$ cat src/rtl/paddle_position_ctrl.sv
// ---------------------------------------------------------------------------
// paddle_position_ctrl
//   Bounded horizontal paddle position with hold-to-accelerate motion.
//   Button levels are decoded into a left/right/none request. The position is
//   updated only on a frame tick. The step size grows by one after every
//   ACCEL_TICKS moves made at the same step, and saturates at STEP_MAX. The
//   step falls back to STEP_BASE on release, on reversal, and when the paddle
//   hits a wall.
//
//   Optional build macro: PADDLE_WRAP_EN
//     When defined, an overshoot wraps to the opposite bound instead of
//     clamping. A wrap keeps the current step and hold count.
//
// Ports
//   clk      in   1  system clock
//   clr      in   1  asynchronous active-high reset
//   tick     in   1  frame update strobe (registers hold while low)
//   bL       in   1  move-left request level
//   bR       in   1  move-right request level
//   bar_pos  out  W  current position (registered)
//   step     out  W  step applied on the next continuing move (registered)
//   moving   out  1  FSM is in MOVE_L or MOVE_R
//   at_min   out  1  bar_pos == POS_MIN (registered)
//   at_max   out  1  bar_pos == POS_MAX (registered)
// ---------------------------------------------------------------------------
module paddle_position_ctrl #(
  parameter int W           = 7,
  parameter int POS_MIN     = 19,
  parameter int POS_MAX     = 67,
  parameter int POS_INIT    = 43,
  parameter int STEP_BASE   = 2,
  parameter int STEP_MAX    = 6,
  parameter int ACCEL_TICKS = 8
) (
  input  logic         clk,
  input  logic         clr,
  input  logic         tick,
  input  logic         bL,
  input  logic         bR,
  output logic [W-1:0] bar_pos,
  output logic [W-1:0] step,
  output logic         moving,
  output logic         at_min,
  output logic         at_max
);

  localparam int HW = $clog2(ACCEL_TICKS);

  localparam logic [W-1:0]  MIN_W     = W'(POS_MIN);
  localparam logic [W-1:0]  MAX_W     = W'(POS_MAX);
  localparam logic [W-1:0]  INIT_W    = W'(POS_INIT);
  localparam logic [W-1:0]  BASE_W    = W'(STEP_BASE);
  localparam logic [W-1:0]  SMAX_W    = W'(STEP_MAX);
  localparam logic [W:0]    MIN_E     = (W+1)'(POS_MIN);
  localparam logic [W:0]    MAX_E     = (W+1)'(POS_MAX);
  localparam logic [HW-1:0] HOLD_LAST = HW'(ACCEL_TICKS - 1);

  typedef enum logic [1:0] {IDLE, MOVE_L, MOVE_R} state_t;

  state_t        state, state_nxt;
  logic [HW-1:0] hold_cnt, hold_nxt;
  logic [W-1:0]  pos_nxt, step_nxt, eff_step;
  logic [W:0]    diff, sum;
  logic          req_l, req_r, continuing, overshoot;

  function automatic logic [W-1:0] sat_step_inc(input logic [W-1:0] s);
    if (s >= SMAX_W) return SMAX_W;
    return s + W'(1);
  endfunction

  // Register stage: everything advances only on a frame tick.
  always_ff @(posedge clk or posedge clr) begin
    if (clr) begin
      state    <= IDLE;
      bar_pos  <= INIT_W;
      step     <= BASE_W;
      hold_cnt <= '0;
      at_min   <= (INIT_W == MIN_W);
      at_max   <= (INIT_W == MAX_W);
    end else if (tick) begin
      state    <= state_nxt;
      bar_pos  <= pos_nxt;
      step     <= step_nxt;
      hold_cnt <= hold_nxt;
      at_min   <= (pos_nxt == MIN_W);
      at_max   <= (pos_nxt == MAX_W);
    end
  end

  assign moving = (state == MOVE_L) || (state == MOVE_R);

  always_comb begin
    state_nxt  = state;
    pos_nxt    = bar_pos;
    step_nxt   = step;
    hold_nxt   = hold_cnt;
    eff_step   = BASE_W;
    continuing = 1'b0;
    overshoot  = 1'b0;
    req_l      = bL & ~bR;
    req_r      = bR & ~bL;
    // Both paths are computed one bit wider so nothing wraps before the
    // bound comparison.
    diff       = {1'b0, bar_pos} - {1'b0, eff_step};
    sum        = {1'b0, bar_pos} + {1'b0, eff_step};

    if (!req_l && !req_r) begin
      state_nxt = IDLE;
      step_nxt  = BASE_W;
      hold_nxt  = '0;
    end else begin
      continuing = (req_l && state == MOVE_L) || (req_r && state == MOVE_R);
      state_nxt  = req_l ? MOVE_L : MOVE_R;

      if (continuing) begin
        eff_step = step;
        if (hold_cnt == HOLD_LAST) begin
          step_nxt = sat_step_inc(step);
          hold_nxt = '0;
        end else begin
          hold_nxt = hold_cnt + HW'(1);
        end
      end else begin
        eff_step = BASE_W;
        step_nxt = BASE_W;
        hold_nxt = HW'(1);
      end

      diff = {1'b0, bar_pos} - {1'b0, eff_step};
      sum  = {1'b0, bar_pos} + {1'b0, eff_step};

      if (req_l) begin
        // bar_pos < eff_step catches the borrow out of the wide subtract.
        overshoot = (bar_pos < eff_step) || (diff < MIN_E);
        pos_nxt   = diff[W-1:0];
      end else begin
        overshoot = (sum > MAX_E);
        pos_nxt   = sum[W-1:0];
      end

      if (overshoot) begin
`ifdef PADDLE_WRAP_EN
        pos_nxt  = req_l ? MAX_W : MIN_W;
`else
        pos_nxt  = req_l ? MIN_W : MAX_W;
        step_nxt = BASE_W;
        hold_nxt = '0;
`endif
      end
    end
  end

endmodule

$ cat config.mk
export PLATFORM = sky130hd
export DESIGN_NAME = paddle_position_ctrl
export DESIGN_NICKNAME = d
export VERILOG_FILES = /design/src/rtl/paddle_position_ctrl.sv
export SDC_FILE = /design/constraint.sdc
export NUM_CORES = 1
export LEC_CHECK = 0
export CAP_MARGIN = 20
export CELL_PAD_IN_SITES_DETAIL_PLACEMENT = 0
export CELL_PAD_IN_SITES_GLOBAL_PLACEMENT = 1
export CORE_MARGIN = 10
export CORE_UTILIZATION = 45
export CTS_BUF_LIST = sky130_fd_sc_hd__clkbuf_2
export DETAILED_ROUTE_END_ITERATION = 8
export GPL_ROUTABILITY_DRIVEN = 0
export PLACE_DENSITY_LB_ADDON = 0.1
export SYNTH_ARGS = -nofsm -noshare
export SYNTH_HDL_FRONTEND = slang
export SYNTH_SLANG_ARGS = --single-unit
$ cat constraint.sdc
create_clock -name clk -period 4.6 [get_ports clk]
set_clock_uncertainty 0.15 [all_clocks]
set_input_delay 0.69 -clock clk [delete_from_list [all_inputs] [get_ports clk]]
set_output_delay 0.69 -clock clk [all_outputs]
set_load 0.01 [all_outputs]
==> impl_metrics.toml, run 1 <==
[yosys]
syn_avg_cell_area_um2 = 9.051
dominantRegCellSynth = "dfrtp_1"
synthMuxAreaShare = 0.01644
synth.top_cell.area_share = 0.1949
yosys.area.top_type = "dfrtp_1"
yosys-top-cells-area = "dfrtp_1 (19%), ha_1 (15%), dfstp_2 (6.4%)"
syn_area_um2 = 2054
yosysWarnings = 0
synth_xor_xnor_area_share = 0.02923
synth-simple-area-share = 0.1864
synth_compound_area_frac = 0.2716
syn_inst = 227
synth_edf_count = 0
synth_top_family_by_area = "compound AO/OA/AOI/OAI gates"
synthArstFlopShare = 1.000
synth.distinct_cells = 66
synth_seq_area_share = 0.2588
synthAdderAreaFrac = 0.1717
syn_nets = 259
synth.ff_latch_count = 21

[timing]
tightest_slew_ps = 786.7
fmax_mhz = 241.2
setup_viol = 0
slew_headroom = 0.4750
hold_viol_final = 0
maxSlewViolCount = 0
final.setup.tns_ps = 0
fin_crit_ps = 4145
fin_crit_sh = 0.9011
rsz0062_at_grt = "false"

[critical_path]
arrival_ps = 4250
cp_max_fo = 4
max_stage_delay_ps = 510
crit_top_cell = "ha_1"
crit_type = "input port to flop"
worstPathCellList = "clkdlybuf4s50_1 > inv_1 > ha_1 > a22oi_1 > buf_4 > nor2_1 > ha_1 > fa_1 > nand2b_1 > a21oi_1 > xor2_2 > a2111oi_2 > o21ai_2 > nand2_2 > o31a_1 > o41ai_2"
crit_path_end_kind = "flop"
cp.required_ps = 4700
cp_slowest_cell = "clkdlybuf4s50_1"
r2r_slack_ps = 930
startpoint_type = "input port"

[clock_network]
cts_resized = 0
postCtsSetupBuffers = 0
cts_root_buf = "clkbuf_2"
clkSinkCount = 21
htreeDepth = 1
numCtsBuffers = 3
clk_latency_ps = 340
clkTransAtPathRegs_ps = 210
tritoncts = "yes"
clockBufferDepth = 2
cts-hold-fix-buffers = 0

[drt]
avgRoutedWirePerCell_um = 16.47
antenna_left = 0
via_count = 1730
wl_um = 5041
drc = 0
drt-vias-per-instance = 5.654
wl_met1_um = 2324
met3RoutedLength_um = 188
dr.pass1.iters = 5
dr_wl_met2_um = 2435
first_iter_violations = 47
highest_layer = "met4"

[placed_design]
dp.cells = 302
port_buffers = 21
placed_cell_area_um2 = 2352
hpwl_um = 4075

[cells_and_area]
drive_above_1_share = 0.1654
final_nets = 287
finalNonFillerCells = 306
final_area_um2 = 2372
syn_to_final_growth_pct = 15.47
diodes = 0

[global_routing]
grt_pass1_vias = 1806
overflow = 0
grt_max_degree = 22
grt_pass1_wl_um = 8666
grt_usage = 0.1383
antenna_found_initial = 0

[die]
core_area_um2 = 4384
rows = 24
die_h_um = 87.57
ioPinCount = 22
start_util = 0.4686
die-area_um2 = 7669
die_x_um = 87.57

[power_and_ir_drop]
powerDensity_nw_per_um2 = 453.2
leakagePower_nw = 1.086
peakVddDrop_mv = 0.1833

[min_path]
hold_class = "flop to flop"

[run]
drv_cap = 0

[status]
status = "complete, no violations"
==> registers in the layout (all words and copies together) (netlist names) <==
register and count:
at_min 1, at_max 1, step 7, state 2, bar_pos 7, hold_cnt 3
==> routing by layer <==
| metal | global-route usage | up-vias |
|---|---|---|
| li1 | - | 858 |
| met1 | 0.1719 | 836 |
| met2 | 0.2341 | 27 |
| met3 | 0.02414 | 9 |
| met4 | 0.04783 | 0 |
| met5 | 0 | - |
==> metrics by stage <==
| stage | util | setup WS (ps) | hold slack, ps | total power, W |
|---|---|---|---|---|
| 5_1_grt | 0.5411 | 240.9 | 394.0 | 0.001168 |
| 4_1_cts | 0.5411 | 435.1 | 376.2 | 0.001083 |
| 6_report | 0.5411 | 454.7 | 374.2 | 0.001075 |
| 3_3_place_gp | 0.5365 | 115.2 | 329.3 | 0.001003 |
| 2_1_floorplan | - | 667.0 | 308.7 | 0.0007942 |
| 3_5_place_dp | 0.5365 | 135.8 | 327.6 | 0.0009985 |
==> Yosys cell counts, drive strengths merged (4+ instances only) <==
cell    instances
a21oi          10
and2            8
buf             5
dfrtp          16
dfstp           5
ha             25
inv            26
nand2          21
nand2b          4
nand3           4
nor2           20
nor2b           7
o21ai          11
o31ai           4
==> report_power, final <==
group	leakage, nW	switching [W]	internal [W]
clock network	0.0164	0.0000604	0.0000197
registers	0.266	0.0000446	0.000226
logic	0.804	0.000397	0.000327
total	1.09	0.000502	0.000573
==> worst max-delay path, delay by kind of cell <==
| family | cells | cell delay [ps] |
|---|---|---|
| AO/OA/AOI/OAI | 6 | 1400 |
| XOR/XNOR | 1 | 250 |
| adder cells (fa/ha/maj) | 3 | 870 |
| buffers and inverters | 3 | 720 |
| AND/OR/NAND/NOR | 3 | 320 |
==> worst paths after layout <==
| path | start | to | cells past startpoint |
|---|---|---|---|
| min in group asynchronous | clr | state[0] | 2 |
| max in group asynchronous | clr | step[5] | 2 |
| hold reg to reg | hold_cnt[1] | hold_cnt[1] | 1 |
| hold / removal | hold_cnt[1] | hold_cnt[1] | 1 |
| setup reg to reg | state[0] | at_max | 15 |
| setup / recovery | bL | at_max | 16 |
==> cells by family after synthesis <==
group           Yosys count
simple gates             76
compound gates           62
mux                       3
buf+inv                  32
flops                    21
xor+xnor                  6
fa+ha+maj                27
==> layout by cell type (no fill, tap or decap), types with 2 or more instances in the layout <==
master | netlist | layout
ha_1 | 25 | 25
inv_1 | 24 | 24
clkdlybuf4s50_1 | 0 | 21
nor2_1 | 20 | 20
nand2_1 | 19 | 19
dfrtp_1 | 16 | 16
o21ai_0 | 8 | 8
buf_4 | 1 | 8
a21oi_1 | 7 | 7
and2_1 | 7 | 7
nor2b_1 | 7 | 7
dfstp_2 | 5 | 5
nand2b_1 | 4 | 4
nor3_1 | 3 | 3
mux2_2 | 3 | 3
xnor2_1 | 3 | 3
nand3_1 | 3 | 3
a32oi_1 | 3 | 3
o2bb2ai_1 | 3 | 3
clkbuf_2 | 0 | 3
a22oi_1 | 2 | 2
inv_2 | 2 | 2
a211oi_2 | 2 | 2
xor2_1 | 2 | 2
o21ai_1 | 2 | 2
o31a_1 | 2 | 2
a311oi_1 | 2 | 2
a21oi_2 | 2 | 2
o31ai_4 | 2 | 2
nand2_2 | 2 | 2
nor4_1 | 2 | 2
o32ai_1 | 2 | 2
a32o_1 | 2 | 2
o41ai_1 | 2 | 2
o31ai_1 | 2 | 2
fa_1 | 2 | 2
==> layout make-up <==
type                            count  area (um^2)
Sequential cell                    21        531.8
Tap cell                           52        65.06
Inverter                           26        97.59
Clock inverter                      1        5.005
Timing Repair Buffer               29        270.3
Multi-Input combinational cell    174         1388
Fill cell                         423         2012
Clock buffer                        3        15.01
Power figures use the tool's default switching activity.
==> run 2: changes to the inputs <==
--- a/config.mk
+++ b/config.mk
@@ -5,11 +5,12 @@
 export SDC_FILE = /design/constraint.sdc
 export NUM_CORES = 1
 export LEC_CHECK = 0
+export ABC_AREA = 1
 export CAP_MARGIN = 20
 export CELL_PAD_IN_SITES_DETAIL_PLACEMENT = 0
 export CELL_PAD_IN_SITES_GLOBAL_PLACEMENT = 1
 export CORE_MARGIN = 10
-export CORE_UTILIZATION = 45
+export CORE_UTILIZATION = 42
 export CTS_BUF_LIST = sky130_fd_sc_hd__clkbuf_2
 export DETAILED_ROUTE_END_ITERATION = 8
 export GPL_ROUTABILITY_DRIVEN = 0
==> run 2 against run 1 <==
Compared with the run above:
- hold slack better by 4.6 ps
- synthesized area rose by 4.3%
- core utilization shrank 4.0 points
- sequential share of layout area is 0.38 points lower
- non-clock buffer count is 8 lower
- combinational power down 13%
- flip-flop and latch count is the same
- cell count increased by 33%
- largest cell class unchanged
- highest routed layer unchanged
==> impl_metrics.toml, run 2 <==
[status]
status = "complete, no violations"

[yosys]
synthArstFlopShare = 1.000
yosysMostFrequentCell = "nand2_1"
synth.distinct_cells = 32
syn_area_um2 = 2142
yosys.area.top_type = "dfrtp_1"
synth.ff_latch_count = 21
syn_avg_cell_area_um2 = 6.673
yosysWarnings = 0
yosys-top-cells-area = "dfrtp_1 (19%), ha_1 (15%), nand2_1 (14%)"
dominantRegCellSynth = "dfrtp_1"
synth.top_cell.area_share = 0.1869
synthTopCellsByCount = "nand2_1 (79), inv_1 (54), nor2_1 (38), nand3_1 (30), ha_1 (25)"
syn_inst = 321
syn_nets = 353
synth_seq_area_share = 0.2482
synth_edf_count = 0

[timing]
fmax_mhz = 253.8
setup_viol = 0
final.setup.tns_ps = 0
maxSlewViolCount = 0
rsz0062_at_grt = "false"
slew_headroom = 0.4298
fin_crit_ps = 3940
tightest_slew_ps = 854.3
hold_viol_final = 0
fin_crit_sh = 0.8566

[clock_network]
clkTransAtPathRegs_ps = 200
clkSinkCount = 21
numCtsBuffers = 3
clk_latency_ps = 320
cts_root_buf = "clkbuf_2"
htreeDepth = 1
postCtsSetupBuffers = 0
cts-hold-fix-buffers = 0
tritoncts = "yes"
cts_resized = 0
clockBufferDepth = 2

[cells_and_area]
finalNonFillerCells = 407
syn_to_final_growth_pct = 12.68
final_area_um2 = 2414
diodes = 0
final_util = 0.5010
final_nets = 373
final_common_cell = "nand2_1"
drive_above_1_share = 0.07941
reg.largest.list = "bar_pos (7), step (7), hold_cnt (3)"
final-seq-area_um2 = 531.8
mostFrequentLayoutCells = "nand2_1 (79), inv_1 (54), nor2_1 (38), nand3_1 (30), ha_1 (25)"
fillCellCount = 533
multi_input_area_um2 = 1328

[min_path]
hold_depth = 2
hold_class = "flop to flop"

[critical_path]
crit_type = "input port to flop"
crit_family = "simple AND/OR/NAND/NOR gates"
max_stage_delay_ps = 500
startpoint_type = "input port"
crit_cells = 21
cp.required_ps = 4710
critPathBufInv = 4
crit_top_cell = "nand2_1"
cp_slowest_cell = "clkdlybuf4s50_1"
r2r_cells = 21
worstPathCellList = "clkdlybuf4s50_1 > ha_1 > nand2_1 > nand2_1 > inv_1 > nor2_1 > inv_1 > fa_1 > inv_1 > nand3_1 > nand2_1 > nand2_1 > nand2_1 > nand2_1 > nand3_2 > nor2_2 > nor2_4 > nand2_1 > nor2_1 > nand3_1 > o21ai_1"
cp_max_fo = 8
arrival_ps = 4050
crit_path_end_kind = "flop"

[power_and_ir_drop]
powerDensity_nw_per_um2 = 405.6
power_switching_w = 0.0004976
power_frac_comb = 0.645
leakagePower_nw = 1.253
seqPwrFrac = 0.272
swShare = 0.5084
p_clk_frac = 0.083
peakVddDrop_mv = 0.1837
internal-power_w = 0.0004812

[die]
start_util = 0.4447
die_x_um = 91.42
die-area_um2 = 8357
ioPinCount = 22
rows = 25
core_area_um2 = 4817
die_h_um = 91.42

[global_routing]
antenna_found_initial = 0
grt_usage = 0.1349
grt_pass1_vias = 1987
overflow = 0
grt_pass1_wl_um = 9446
grt_max_degree = 22

[drt]
drc = 0
via_count = 1996
first_iter_violations = 64
avgRoutedWirePerCell_um = 14.06
wl_um = 5724
antenna_left = 0
dr.pass1.iters = 4
drt-vias-per-instance = 4.904

[placed_design]
placed_cell_area_um2 = 2394
dp.cells = 403
port_buffers = 21
hpwl_um = 4692

[run]
drv_cap = 0
[run 2: power by group through the flow]
| stage | registers, W | logic, W | clock network, W |
|---|---|---|---|
| floorplan | 0.000269 | 0.000447 | 0 |
| detailed placement | 0.000270 | 0.000628 | 0 |
| global route | 0.000273 | 0.000707 | 0.0000898 |
| CTS | 0.000266 | 0.000631 | 0.0000838 |
| finish | 0.000266 | 0.000632 | 0.0000810 |
| global placement | 0.000269 | 0.000633 | 0 |
[run 2: worst paths after layout]
check                                 start          end  slack (ps)
worst max-delay path                     bL      step[2]         660
worst min-delay path            hold_cnt[2]  hold_cnt[2]         380
worst max register to register     state[1]      step[2]        1270
worst min register to register  hold_cnt[2]  hold_cnt[2]         380
max in group asynchronous               clr   bar_pos[2]        3120
min in group asynchronous               clr       at_min         670
[run 2: logic make-up after synthesis]
kind of cell	count (synthesis)	share of synthesized area
buffers and inverters	65	0.1320
adders and majority gates	27	0.1647
and+or+nand+nor	165	0.3353
xor gates and xnor gates	3	0.01227
DFF	21	0.2482
AOI/OAI and AO/OA	40	0.1075
[run 2: final cells by class]
class | count | share of cell area
sequential | 21 | 0.2203
clock buffer | 4 | 0.008294
inverter | 59 | 0.09953
multi-input combinational | 235 | 0.5500
timing repair buffer | 21 | 0.08709
tap | 67 | 0.03473
[run 2: layer usage]
metal / share of wire / track usage / wire (um) / vias up
met3: 0.031 / 0.02387 / 180 / 4
met4: 0.0089 / 0.03003 / 51 / 0
met5: 0 / 0 / 0 / -
met1: 0.47 / 0.1636 / 2682 / 919
met2: 0.49 / 0.2399 / 2809 / 27
li1: - / - / - / 1046
[run 2: per-stage QoR]
| step | setup WS, ps | total power [W] | hold slack, ps |
|---|---|---|---|
| final | 659.8 | 0.0009789 | 378.8 |
| after global routing | 350.2 | 0.001069 | 424.0 |
| after CTS | 667.8 | 0.0009817 | 379.8 |
| after detailed placement | 309.0 | 0.0008972 | 333.8 |
| after global placement | 343.5 | 0.0009026 | 317.8 |
| after floorplan | 1369 | 0.0007169 | 303.1 |
[run 2: worst min-delay path: stages (launching register included)]
cell and delay (ps):
dfrtp_1 400, nand2_1 60, nand2_1 60
==> run 3: changes to the inputs <==
--- a/config.mk
+++ b/config.mk
@@ -13,7 +13,6 @@
 export CORE_UTILIZATION = 42
 export CTS_BUF_LIST = sky130_fd_sc_hd__clkbuf_2
 export DETAILED_ROUTE_END_ITERATION = 8
-export GPL_ROUTABILITY_DRIVEN = 0
 export PLACE_DENSITY_LB_ADDON = 0.1
 export SYNTH_ARGS = -nofsm -noshare
 export SYNTH_HDL_FRONTEND = slang
==> results of run 3 <==
Same layout as run 2: the final DEF is identical, and so are final timing and power.
